File: src/rtl/dmem_access_scheduler.sv
// Single-port data-memory access scheduler.
// Committed stores wait in a circular store queue; speculative loads are
// issued directly when they do not alias a queued store. One memory
// operation per cycle, load data returned one cycle after issue.
module dmem_access_scheduler #(
  parameter int DATA_WIDTH   = 32,
  parameter int ADDR_WIDTH   = 32,
  parameter int TAG_WIDTH    = 4,
  parameter int SQ_DEPTH     = 4,
  parameter int STARVE_LIMIT = 3
) (
  input  logic                         clk,
  input  logic                         rst,
  input  logic                         st_valid,
  output logic                         st_ready,
  input  logic [ADDR_WIDTH-1:0]        st_addr,
  input  logic [DATA_WIDTH-1:0]        st_data,
  input  logic                         ld_valid,
  output logic                         ld_ready,
  input  logic [ADDR_WIDTH-1:0]        ld_addr,
  input  logic [TAG_WIDTH-1:0]         ld_tag,
  output logic                         ld_resp_valid,
  output logic [TAG_WIDTH-1:0]         ld_resp_tag,
  output logic [DATA_WIDTH-1:0]        ld_resp_data,
  input  logic                         flush,
  output logic [$clog2(SQ_DEPTH):0]    sq_count,
  output logic                         mem_write_en,
  output logic [ADDR_WIDTH-1:0]        waddr,
  output logic [DATA_WIDTH-1:0]        wdata,
  output logic                         mem_rd_en,
  output logic [ADDR_WIDTH-1:0]        raddr,
  input  logic [DATA_WIDTH-1:0]        rdata,
  input  logic                         rdata_valid
);

  localparam int PW = $clog2(SQ_DEPTH);
  localparam int CW = PW + 1;
  localparam int SW = $clog2(STARVE_LIMIT + 1);
  localparam logic [CW-1:0] DEPTH_C    = CW'(SQ_DEPTH);
  localparam logic [SW-1:0] STARVE_MAX = SW'(STARVE_LIMIT);

  logic [ADDR_WIDTH-1:0] r_sq_addr [SQ_DEPTH];
  logic [DATA_WIDTH-1:0] r_sq_data [SQ_DEPTH];
  logic [SQ_DEPTH-1:0]   r_sq_vld;
  logic [PW-1:0]         r_head;
  logic [PW-1:0]         r_tail;
  logic [CW-1:0]         r_count;
  logic [SW-1:0]         r_starve;
  logic                  r_inflight;
  logic [TAG_WIDTH-1:0]  r_tag;

  logic w_nonempty;
  logic w_full;
  logic w_hazard;
  logic w_grant_st;
  logic w_grant_ld;
  logic w_enq;

  assign w_nonempty = (r_count != '0);
  assign w_full     = (r_count == DEPTH_C);

  // Load hazard: requested word matches any store still waiting in the queue
  always_comb begin
    w_hazard = 1'b0;
    for (int i = 0; i < SQ_DEPTH; i++) begin
      if (r_sq_vld[i] && (r_sq_addr[i][ADDR_WIDTH-1:2] == ld_addr[ADDR_WIDTH-1:2]))
        w_hazard = 1'b1;
    end
    if (!ld_valid)
      w_hazard = 1'b0;
  end

  // Stores win when no load can go, on flush, when full or after a load streak
  assign w_grant_st = !rst && w_nonempty &&
                      (!ld_valid || flush || w_hazard || w_full || (r_starve == STARVE_MAX));
  assign w_grant_ld = !rst && ld_valid && !flush && !w_hazard && !w_grant_st;

  assign st_ready = !rst && (r_count < DEPTH_C);
  assign w_enq    = st_valid && st_ready;
  assign ld_ready = w_grant_ld;
  assign sq_count = r_count;

  assign mem_write_en = w_grant_st;
  assign waddr        = r_sq_addr[r_head];
  assign wdata        = r_sq_data[r_head];
  assign mem_rd_en    = w_grant_ld;
  assign raddr        = ld_addr;

  assign ld_resp_valid = !rst && rdata_valid && r_inflight && !flush;
  assign ld_resp_tag   = r_tag;
  assign ld_resp_data  = rdata;

  // Queue control: pointers, occupancy and per-entry valid bits
  always_ff @(posedge clk) begin
    if (rst) begin
      r_head   <= '0;
      r_tail   <= '0;
      r_count  <= '0;
      r_sq_vld <= '0;
    end else begin
      if (w_enq) begin
        r_tail           <= r_tail + PW'(1);
        r_sq_vld[r_tail] <= 1'b1;
      end
      if (w_grant_st) begin
        r_head           <= r_head + PW'(1);
        r_sq_vld[r_head] <= 1'b0;
      end
      case ({w_enq, w_grant_st})
        2'b10:   r_count <= r_count + CW'(1);
        2'b01:   r_count <= r_count - CW'(1);
        default: r_count <= r_count;
      endcase
    end
  end

  // Queue payload storage, written at the tail on enqueue
  always_ff @(posedge clk) begin
    if (w_enq) begin
      r_sq_addr[r_tail] <= st_addr;
      r_sq_data[r_tail] <= st_data;
    end
  end

  // Count load grants taken while stores are waiting, saturating at the limit
  always_ff @(posedge clk) begin
    if (rst || w_grant_st || !w_nonempty)
      r_starve <= '0;
    else if (w_grant_ld && (r_starve != STARVE_MAX))
      r_starve <= r_starve + SW'(1);
  end

  // Track the load issued this cycle so its data can be tagged next cycle
  always_ff @(posedge clk) begin
    if (rst)
      r_inflight <= 1'b0;
    else
      r_inflight <= w_grant_ld;
  end

  // Capture the tag of the issuing load
  always_ff @(posedge clk) begin
    if (w_grant_ld)
      r_tag <= ld_tag;
  end

endmodule

File: config.mk
export PLATFORM = sky130hd
export DESIGN_NAME = dmem_access_scheduler
export DESIGN_NICKNAME = d
export VERILOG_FILES = /design/src/rtl/dmem_access_scheduler.sv
export SDC_FILE = /design/constraint.sdc
export NUM_CORES = 1
export LEC_CHECK = 0
export BUFFER_PORTS_ARGS = -buffer_cell sky130_fd_sc_hd__buf_2
export CORE_UTILIZATION = 40
export CTS_BUF_LIST = sky130_fd_sc_hd__clkbuf_4 sky130_fd_sc_hd__clkbuf_8 sky130_fd_sc_hd__clkbuf_16
export CTS_CLUSTER_DIAMETER = 40
export DETAILED_ROUTE_END_ITERATION = 10
export HOLD_SLACK_MARGIN = 0.02
export PLACE_DENSITY = 0.66
export SLEW_MARGIN = 20
export SYNTH_ARGS = -nofsm -noshare
export SYNTH_HDL_FRONTEND = slang
export SYNTH_SLANG_ARGS = --single-unit
File: constraint.sdc
create_clock -name clk -period 3.92 [get_ports clk]
set_input_delay 0.392 -clock clk [delete_from_list [all_inputs] [get_ports clk]]
set_output_delay 0.392 -clock clk [all_outputs]
set_load 0.005 [all_outputs]
---- Word-level counts from Yosys, hierarchy flattened ----
Memory sizes are Yosys's and may differ from the RTL's. A register that Yosys moved wholly into a read port is not among the register bits.
Index checks and enable logic that the tools add are counted.
word-level totals
  register bits ........................... 18
  memories ................................ 2
  memory bits (writable) .................. 256
memory list
  memory     words  bits a word  read ports  clocked after memory_dff  wr ports  RTL line  text
  r_sq_addr  4      32           5           1                         1         42        logic [ADDR_WIDTH-1:0] r_sq_addr [SQ_DEPTH];
  r_sq_data  4      32           1           1                         1         43        logic [DATA_WIDTH-1:0] r_sq_data [SQ_DEPTH];
cells by class
  reductions and logical operators ........ 32
  bitwise gates (word level) .............. 3
  order comparisons ....................... 5
  mux-type cells .......................... 19
  eq/ne operators ......................... 9
  add/sub/neg operators ................... 5
operators by type and width
  cell                                                  number
  == test 30 bit                                        4
  logical AND 1 bit                                     18
  two-way mux 4 bit                                     3
  two-way mux 1 bit                                     9
  two-way mux 2 bit                                     4
  adder 2 x 1 -> 2 bit (second input constant)          3
  logical NOT 1 bit                                     6
  logical OR 1 bit                                      6
  < comparator 2 x 3 -> 1 bit (second input constant)   2
  one-hot mux 3 bit (2 select lines)                    1
  AND 4 bit                                             1
  demux 1 bit (select 2 bit)                            2
  == test 2 bit (second input constant)                 2
  >= comparator 2 x 1 -> 1 bit (second input constant)  2
  inverter 4 bit                                        1
  OR 4 bit                                              1
  adder 3 x 1 -> 3 bit (second input constant)          1
  == test 3 bit (second input constant)                 1
  < comparator 3 bit (second input constant)            1
  nonzero test 3 bit                                    1
  subtractor 3 x 1 -> 3 bit (second input constant)     1
  == test 2 x 1 -> 1 bit (second input constant)        1
  inequality test 2 bit (second input constant)         1
  nonzero test 2 bit                                    1

---- Depth between registers and ports, before layout ----
  depth in word-level cells ............... 14
  gate-level depth with buffers ........... 15

---- Least setup slack after synthesis ----
Ideal clock, no wire load.
  kind .................................... in2reg
  start ................................... input port ld_addr[4]
  end ..................................... register r_count[2] (netlist: sq_count[2])
  cell stages on the path ................. 14
  path slack .............................. 580 ps
  data required time ...................... 3,849 ps
  arrival time ............................ 3,269 ps
  cell sequence ........................... buf_2 > xnor2_2 > nand4_1 > or4_4 > o41ai_2 > o31a_1 > buf_6 > nor2b_1 > ha_1 > inv_1 > fa_1 > xor2_1 > or3_1 > a21oi_1
on the way
  longest elaborated chain between the ends .. 13
ends and longest elaborated chain
  what                                                                             RTL line  text
  start: declaration                                                               20        input logic [ADDR_WIDTH-1:0] ld_addr,
  == test 30 bit                                                                   66        if (r_sq_vld[i] && (r_sq_addr[i][ADDR_WIDTH-1:2] == ld_addr[ADDR_WIDTH-1:2]))
  logical AND 1 bit                                                                66
  two-way mux 1 bit (3 in series)                                                  66
  two-way mux 1 bit (*)                                                            66
  two-way mux 1 bit (*)                                                            69        if (!ld_valid)
  logical OR 1 bit (*) (3 in series)                                               75        (!ld_valid || flush || w_hazard || w_full || (r_starve == STARVE_MAX));
  logical AND 1 bit (*)                                                            74        assign w_grant_st = !rst && w_nonempty &&
  net mem_write_en                                                                 27        output logic mem_write_en,
  == test 2 x 1 -> 1 bit / == test 2 bit (equally long branches)                   109       case ({w_enq, w_grant_st})
  one-hot mux 3 bit (2 select lines) / nonzero test 2 bit (equally long branches)  n/a
  end signal: assignment                                                           110       2'b10: r_count <= r_count + CW'(1);
  end signal: assignment                                                           111       2'b01: r_count <= r_count - CW'(1);
  end signal: assignment                                                           112       default: r_count <= r_count;
  end: declaration                                                                 47        logic [CW-1:0] r_count;
Mark *: on every way through the listed nets, which the timed path passes. The rest lies on a longest branch.
A chain may end at the register's enable or synchronous reset.

==> flow_metrics.env <==
export IMPL_grt_first_pass_wirelength_mm=41.2
export IMPL_slew_headroom_pct=28.5
export IMPL_die_w_um=176
export IMPL_arrival_ns=4.01
export IMPL_grt_start_max_net_pins=66
export IMPL_ios=278
export IMPL_die_h_um=176
export IMPL_timing_setup_tns_ns=0
export IMPL_post_cts_setup_buffers=0
export IMPL_num_vias=6365
export IMPL_area_growth_pct=20.1
export IMPL_fin_skew_ns=0.0281
export IMPL_finalSetupViolCount=0
export IMPL_final_nets=976
export IMPL_netlist_top_cell_by_area="edfxtp_1"
export IMPL_core_mm2=0.0296
export IMPL_power_density_mw_per_mm2=609
export IMPL_initial_core_util_pct=40.7
export IMPL_globalRoute_busiestLayer="met2"
export IMPL_syn_inst=669
export IMPL_wl_mm=28.2
export IMPL_drive_gt1_share_pct=42.4
export IMPL_slowest_stage="or4_4"
export IMPL_max_cap_viol_count=0
export IMPL_crit_family="simple AND/OR/NAND/NOR gates"
export IMPL_numCtsBuffers=39
export IMPL_fin_hold_ws_ns=0.0726
export IMPL_hold_class="input pin to flop"
export IMPL_grt_met2_usage_pct=30.7
export IMPL_drc_errors=0
export IMPL_worstSetupPathType="flop to flop"
export IMPL_rsz0062_at_grt="no"
export IMPL_hold_buffers=0
export IMPL_dr_pass1_iters=4
export IMPL_yosysSeqAreaShare_pct=67.4
export IMPL_met3_usage_pct=4.74
export IMPL_cts_resized=0
export IMPL_wire_per_inst_um=22.6
export IMPL_ys_types=38
export IMPL_track_usage_pct=18.5
export IMPL_viasPerCell=5.10
export IMPL_crit_buf_inv=1
export IMPL_path_cells="xnor2_1, nand4_1, or4_4, o41ai_2, o31a_1, nor2b_1, ha_1, inv_1, fa_1, xor2_1, or3_1, a21oi_1"
export IMPL_fp_row_count=63
export IMPL_grt_pass1_vias=6719
export IMPL_port_buffers=209
export IMPL_use_met1_pct=22.3
export IMPL_peakVddDrop_uv=375
export IMPL_yosysTopAreaCellShare_pct=64.8
export IMPL_syn_area_mm2=0.0121
export IMPL_clock_sinks=276
export IMPL_cts_max_path_buffers=3
export IMPL_gp_congestion=0.810
export IMPL_worst_slew_pin_slew_ns=1.07
export IMPL_crit_fanout=2
export IMPL_fin_crit_sh_pct=91.3
export IMPL_clk_pin_slew_worst_paths_ns=0.05
export IMPL_max_freq_ghz=0.279
export IMPL_synth_avg_cell_area_um2=18.0
export IMPL_synth_area_leaders="edfxtp_1 65%, mux4_2 12%, xnor2_1 5.8%"
export IMPL_final_max_slew_viol_count=0
export IMPL_worstPathRequired_ns=4.35
export IMPL_dp_hpwl_mm=19.4
export IMPL_clockRootBuffer="clkbuf_16"
export IMPL_ant_nets=0
export IMPL_synth_warnings=0
export IMPL_slowest_delay_ns=0.56
export IMPL_clkLatencyLatePin_ns=0.52
export IMPL_h_tree_depth=2
export IMPL_antenna_found_initial=3
export IMPL_finalHoldViolations=0
export IMPL_synth_seq_cells=276
export IMPL_cts_tree="done"
export IMPL_mappedNetlistNets=818
export IMPL_fin_crit_ns=3.58
export IMPL_drt_iter0_drc=426
export IMPL_grt_overflow=0
export IMPL_endpoint_kind="flop"
export IMPL_run_status="finished clean"
export IMPL_p_leak_nw=4.98
export IMPL_start_kind="flop"
export IMPL_die_area_mm2=0.0308
-- cell usage in the layout, fill, tap and decap left out, types with 3 or more instances in the layout --
cell type,synthesis,routed
edfxtp_1,260,260
buf_2,3,209
xnor2_1,80,80
mux4_2,64,64
clkbuf_16,0,41
xor2_1,39,39
nand4_1,25,25
dfxtp_1,16,14
nor2_1,13,13
nor4_1,13,13
ha_1,10,10
inv_1,9,9
bufinv_16,0,8
clkinv_2,0,6
and3_4,0,4
xnor2_2,4,4
a21oi_1,4,4
a211oi_1,4,4
clkinvlp_4,0,4
buf_4,65,4
buf_12,0,4
inv_6,0,3
clkbuf_4,0,3
-- synthesized netlist by cell type --
| cell | instances |
|---|---|
| mux4_2 | 64 |
| o31a_1 | 1 |
| o41ai_2 | 1 |
| nor2b_1 | 1 |
| and3_1 | 4 |
| a21oi_1 | 4 |
| buf_2 | 3 |
| ha_1 | 10 |
| inv_1 | 9 |
| nor4_1 | 13 |
| o21bai_1 | 1 |
| mux2_1 | 2 |
| clkbuf_1 | 17 |
| nor2_1 | 13 |
| xor2_1 | 39 |
| a211oi_1 | 4 |
| xnor2_2 | 4 |
| or3_1 | 2 |
| fa_1 | 1 |
| or3_2 | 1 |
| nand4_1 | 25 |
| o21ai_0 | 2 |
| nand2b_1 | 2 |
| nand2_1 | 2 |
| buf_4 | 65 |
| clkbuf_2 | 1 |
| or4_4 | 1 |
| nand3_1 | 1 |
| xnor2_1 | 80 |
| edfxtp_1 | 260 |
| o31ai_1 | 1 |
| nor3_1 | 2 |
| or2_2 | 1 |
| mux2i_1 | 1 |
| and2_1 | 1 |
| buf_6 | 6 |
| buf_1 | 8 |
| dfxtp_1 | 16 |
-- report_power, final --
part	internal [mW]	switching, mW	leakage [nW]
clock network	2.48	1.27	0.690
logic	0.767	0.698	1.80
registers	3.40	0.199	2.49
total	6.65	2.17	4.98
-- metal layers --
layer,routed length (um),share of wire (%)
met3,1980,7.0
met4,1250,4.4
met5,17,0.060
met2,13800,49
met1,11200,40
-- worst register-to-register path: cells and delay by family, from the launching register on --
kind / cells / cell delay, ns
AOI/OAI and AO/OA: 3 / 0.81
xor gates and xnor gates: 2 / 0.42
adders and majority gates: 2 / 0.57
buffers and inverters: 1 / 0.06
DFF: 1 / 0.40
and+or+nand+nor: 4 / 1.23
-- path summary, 6_finish.rpt --
check	from	endpoint	slack, ns	cells after the start
worst max-delay path	r_sq_addr[0][10]	sq_count[2]	0.34	12
worst min-delay path	ld_tag[1]	ld_resp_tag[1]	0.07	1
worst max register to register	r_sq_addr[0][10]	sq_count[2]	0.34	12
worst min register to register	r_starve[0]	r_starve[0]	0.43	1
-- registers in the layout (all words and copies together) (netlist names), named ones only --
signal and cells:
r_starve 2, r_inflight 1, sq_count 3, r_sq_addr 128
r_tail 2, ld_resp_tag 4, r_sq_vld 4, r_sq_data 128
r_head 2
-- area by class of cell --
class	count	area, um^2
Clock buffer	45	1060
Inverter	9	33.8
Antenna cell	2	5.00
Tap cell	390	488
Multi-Input combinational cell	284	3240
Timing Repair Buffer	217	1160
Fill cell	2529	15200
Sequential cell	276	8140
Clock inverter	25	354
-- logic make-up after synthesis --
family | after synthesis | share of synthesized area, %
buffers and inverters | 109 | 5.83
and+or+nand+nor | 69 | 3.29
AOI/OAI and AO/OA | 14 | 0.831
xor gates and xnor gates | 123 | 9.19
adders and majority gates | 11 | 1.20
muxes | 67 | 12.2
DFF | 276 | 67.4
-- through the flow --
| step | total power [mW] | area (um^2) | std cells | worst slack [ns] | util (%) |
|---|---|---|---|---|---|
| global placement | 5.16 | 13100 | 1176 | 0.258 | 44.1 |
| detailed placement | 5.17 | 13100 | 1176 | 0.221 | 44.1 |
| CTS | 8.94 | 14500 | 1246 | 0.317 | 48.8 |
| floorplan | 4.52 | 12100 | 669 | 0.580 | - |
| global route | 9.16 | 14500 | 1246 | 0.113 | 48.8 |
| finish | 8.82 | 14500 | 1248 | 0.340 | 48.8 |
No activity file was read; power rests on OpenSTA's default activity.
